==> src/rtl/usr_pkg.sv <==
// Shared mode encoding for the universal shift register and the logic that drives MODE.
package usr_pkg;

  typedef logic [2:0] usr_mode_t;

  localparam usr_mode_t MODE_HOLD = 3'b000;
  localparam usr_mode_t MODE_LOAD = 3'b001;
  localparam usr_mode_t MODE_SHL  = 3'b010;
  localparam usr_mode_t MODE_SHR  = 3'b011;
  localparam usr_mode_t MODE_ROL  = 3'b100;
  localparam usr_mode_t MODE_ROR  = 3'b101;
  localparam usr_mode_t MODE_CLR  = 3'b110;
  localparam usr_mode_t MODE_ASR  = 3'b111;

endpackage

==> src/rtl/usr_next_state.sv <==
// Next-state decode for the universal shift register; purely combinational.
module usr_next_state
  import usr_pkg::*;
#(
  parameter int              WIDTH       = 8,
  parameter logic [WIDTH-1:0] RESET_VALUE = '0
) (
  input  logic [WIDTH-1:0] q_i,
  input  usr_mode_t        mode_i,
  input  logic [WIDTH-1:0] d_i,
  input  logic             sin_lsb_i,
  input  logic             sin_msb_i,
  output logic [WIDTH-1:0] q_next_o
);

  // A 1-bit register has no neighbour to shift from: rotates and ASR degenerate to hold.
  if (WIDTH == 1) begin : g_w1
    always_comb begin
      // NOTE: default first so every path assigns q_next_o and no latch is inferred.
      q_next_o = q_i;
      case (mode_i)
        MODE_LOAD: q_next_o = d_i;
        MODE_SHL:  q_next_o = sin_lsb_i;
        MODE_SHR:  q_next_o = sin_msb_i;
        MODE_CLR:  q_next_o = RESET_VALUE;
        default:   q_next_o = q_i;
      endcase
    end
  end else begin : g_wn
    always_comb begin
      q_next_o = q_i;
      case (mode_i)
        MODE_LOAD: q_next_o = d_i;
        MODE_SHL:  q_next_o = {q_i[WIDTH-2:0], sin_lsb_i};
        MODE_SHR:  q_next_o = {sin_msb_i, q_i[WIDTH-1:1]};
        MODE_ROL:  q_next_o = {q_i[WIDTH-2:0], q_i[WIDTH-1]};
        MODE_ROR:  q_next_o = {q_i[0], q_i[WIDTH-1:1]};
        MODE_CLR:  q_next_o = RESET_VALUE;
        MODE_ASR:  q_next_o = {q_i[WIDTH-1], q_i[WIDTH-1:1]};
        default:   q_next_o = q_i;
      endcase
    end
  end

endmodule

==> src/rtl/universal_shift_reg.sv <==
// WIDTH-bit universal shift register with async active-low reset, clock enable,
// eight synchronous modes and true/complement outputs.
module universal_shift_reg
  import usr_pkg::*;
#(
  parameter int              WIDTH       = 8,
  parameter logic [WIDTH-1:0] RESET_VALUE = '0
) (
  input  logic             CLK,
  input  logic             RST_n,
  input  logic             CE,
  input  usr_mode_t        MODE,
  input  logic [WIDTH-1:0] D,
  input  logic             SIN_LSB,
  input  logic             SIN_MSB,
  output logic [WIDTH-1:0] Q,
  output logic [WIDTH-1:0] Q_n,
  output logic             SOUT_MSB,
  output logic             SOUT_LSB
);

  logic [WIDTH-1:0] q_q;
  logic [WIDTH-1:0] q_d;

  usr_next_state #(
    .WIDTH       (WIDTH),
    .RESET_VALUE (RESET_VALUE)
  ) u_next_state (
    .q_i       (q_q),
    .mode_i    (MODE),
    .d_i       (D),
    .sin_lsb_i (SIN_LSB),
    .sin_msb_i (SIN_MSB),
    .q_next_o  (q_d)
  );

  // CE gates the whole update, so it also blocks LOAD and the synchronous CLR.
  always_ff @(posedge CLK or negedge RST_n) begin
    // NOTE: non-blocking assignment for flop state avoids simulation ordering races.
    if (!RST_n)  q_q <= RESET_VALUE;
    else if (CE) q_q <= q_d;
  end

  assign Q        = q_q;
  assign Q_n      = ~q_q;
  assign SOUT_MSB = q_q[WIDTH-1];
  assign SOUT_LSB = q_q[0];

endmodule

==> config.mk <==
export PLATFORM = sky130hd
export DESIGN_NAME = universal_shift_reg
export DESIGN_NICKNAME = d
export VERILOG_FILES = /design/src/rtl/usr_pkg.sv /design/src/rtl/usr_next_state.sv /design/src/rtl/universal_shift_reg.sv
export SDC_FILE = /design/constraint.sdc
export NUM_CORES = 1
export LEC_CHECK = 0
export BUFFER_PORTS_ARGS = -buffer_cell sky130_fd_sc_hd__buf_2
export CORE_MARGIN = 5
export CORE_UTILIZATION = 41
export DETAILED_ROUTE_END_ITERATION = 10
export GPL_TIMING_DRIVEN = 0
export PLACE_DENSITY = 0.87
export RECOVER_POWER = 100
export SYNTH_ARGS = -nofsm -noshare
export SYNTH_HDL_FRONTEND = slang
export SYNTH_SLANG_ARGS = --single-unit
==> constraint.sdc <==
create_clock -name CLK -period 1.45 [get_ports CLK]
set_input_delay 0.0725 -clock CLK [delete_from_list [all_inputs] [get_ports CLK]]
set_output_delay 0.0725 -clock CLK [all_outputs]
set_load 0.01 [all_outputs]
==> impl_results.md <==
* Die X-Extent at approximately 47 um
* Seq pwr share at ~40%
* Switch Pwr at around 0.30 mW
* FP Rows at 13
* Dominant cell by count in the synthesized netlist: nand2_1
* RSZ-0062 raised after global routing: no
* Initial Utilization at 43.3%
* Vias in the first global route at ~530
* Area leader, netlist: dfrtp_1
* CTS clk-pin slew, worst paths at roughly 0.06 ns
* Gate power share at between 30% and 40%
* IO Pins at 34
* GR Util All Layers at 15.4%
* Post-synth EDFFs at 0
* Syn_area_per_cell at between 8 and 9 sq um
* Post-synth ARST share at 100%
* Final Power at ~0.79 mW
* Synth area leaders: dfrtp_1, a32o_1, nand2_1, a221o_2, inv_1
* Post-place setup slack at roughly 0.28 ns
* Fraction of layout instances using a drive strength above 1 at between 30% and 40%
* Lkg Pwr at 0.351 nW
* Initial DRC Count at 11
* Crit path arrival time at 1.34 ns
* Buffers & Inverters on Critical Path at 0
* Setup CP Type: reg2reg
* Cts bufs inserted at 3
* Clock Skew at around 0.004 ns
* CTS HTree Levels at 1
* Register area share after synthesis at approximately 36%
* Max Fclk at 841 MHz
* Syn Nets at ~80
* Worst path required time at 1.60 ns
* Clock network power share at between 20% and 30%
* Max reg flops at 8
* Total congestion overflow at 0
* Switch share at 37.5%
* CTS tree: done
* Tmin final at 1.19 ns
* Cells after synthesis at 65
* Yosys top cell area share at a little over a third
* Die height at ~47 um
* PortBufs at 32
* Initial antenna violation count at 0
* Top_reg_cell synth: dfrtp_1
* Clock insertion delay at the later pin of the skew report at between 0.2 and 0.3 ns
* Endpoint class of the critical path: register
* Final period utilization at 82.0%
* PwrDens at 1050 mW/mm^2
* Setup TNS at 0 ns
* DRC viols at 0
* CP cell instances: a221o_2, a32o_1
* Crit Path Max Fanout at 5
* Type of the tightest min-delay check: in2reg
* Clock Tree Root: clkbuf_4
* Via density at between 5 and 6
* First drt pass iteration count at 4
* Global-route wire length before repair at around 2200 um
* CP Launch Type: register
* Rel. slew slack at between 60% and 70%
* Critical path's top delay family: compound AO/OA/AOI/OAI gates
* Peak supply drop at approximately 0.57 mV
* Yosys warns at 0
* DR vias at 644
* Antenna cells at 0
* P_int at around 0.5 mW
* FF+latch count, synth at 8
* DR WL/cell at roughly 13 um
* WHS at approximately 0.15 ns
* Outcome: finished, final reports clean
* Fin worst setup slack at ~0.26 ns
* # nets final at between 100 and 150
* Post-CTS setup buffers at 0
* Final Routed Wirelength at between 1500 and 2000 um
* Longest Clk Path Bufs at 2
* Critical-path top delay cell: dfrtp_1
* Final Hold Fails at 0
* Worst Tran Pin Value at 0.474 ns
* Max-slew violations at 0
* GPL Wtd Cong at roughly 0.82
* Largest stage delay on the critical path at 0.42 ns
* DP HPWL at roughly 1100 um
* Die area at approximately 0.0022 sq mm
* Synth cell count leaders: nand2_1, inv_1, dfrtp_1
* R2R Setup Slk at roughly 0.26 ns
* Largest net degree at the start of global routing at 11
* Layout Area Growth over Synthesis at 33.8%
* Core area at roughly 0.0013 sq mm
* Post-synth cell types at 21
* # setup viols final at 0
* Max-Cap Viols at 0
* Post-cts resize count at 0
* Post-synthesis cell area at approximately 560 sq um
* Post-route ant nets at 0
* CTS sink cnt at 8
cell families (layout without fill, tap and decap cells):
family	count (synthesis)	count (layout)	share of synthesized area, %
flops	8	8	35.6
compound gates	24	24	38.4
simple gates	17	17	12.2
buf+inv	16	52	13.8
worst paths after layout:
check	start	end	cells after the start
setup / recovery	Q[3]	Q[2]	2
hold / removal	D[4]	Q[4]	4
setup reg to reg	Q[3]	Q[2]	2
hold reg to reg	Q[1]	Q[1]	1
max in group asynchronous	RST_n	Q[3]	2
min in group asynchronous	RST_n	Q[4]	2
area by class of cell:
class,instances,area [sq um]
fillers,141,548
multi-input cells,41,285
flip-flops and latches,8,200
repair buffers,33,149
plain buffers,6,40.0
inverters,10,37.5
clock buffers,3,22.5
well taps,15,18.8
power by group through the flow:
| stage | registers [mW] | logic [mW] | clock network [mW] |
|---|---|---|---|
| 6_report | 0.315 | 0.293 | 0.184 |
| 3_3_place_gp | 0.314 | 0.310 | 0 |
| 3_5_place_dp | 0.317 | 0.314 | 0 |
| 5_1_grt | 0.321 | 0.323 | 0.205 |
| 2_1_floorplan | 0.326 | 0.168 | 0 |
| 4_1_cts | 0.313 | 0.317 | 0.186 |
per-stage QoR:
step                      area [sq um]  cells  utilization (%)
after global placement             742    112             57.0
after global routing               753    116             57.9
after CTS                          774    116             59.5
final                              753    116             57.9
after floorplan                    563     65                -
after detailed placement           742    112             57.0
tightest hold or removal path, stage by stage:
cell	delay, ns
buf_2	0.07
nand2_1	0.04
nand2_1	0.05
a32o_1	0.14
cell usage in the layout (no fill, tap or decap), types with 2 or more instances in the layout:
cell	synthesis	routed
clkbuf_4	0	5
o21ai_0	3	3
buf_2	2	17
inv_1	10	10
nand2_1	15	15
a32o_1	7	7
dfrtp_1	8	8
a221o_2	4	4
clkbuf_1	1	18
a221o_1	2	2
repair_timing:
action / in CTS / in global routing
hold buffers: 1 / 0
hold endpoints to repair: 8 / 0
setup endpoints to repair: 0 / 0
metal layers:
| metal | track usage, % | part of all wire, % | vias to the layer above | routed length, um |
|---|---|---|---|---|
| li1 | - | - | 309 | - |
| met1 | 16.9 | 38 | 303 | 588 |
| met2 | 24.4 | 48 | 27 | 742 |
| met3 | 7.66 | 12 | 5 | 181 |
| met4 | 8.29 | 1.6 | 0 | 25 |
| met5 | 0 | 0 | - | 0 |
(Power assumes the default switching activity.)
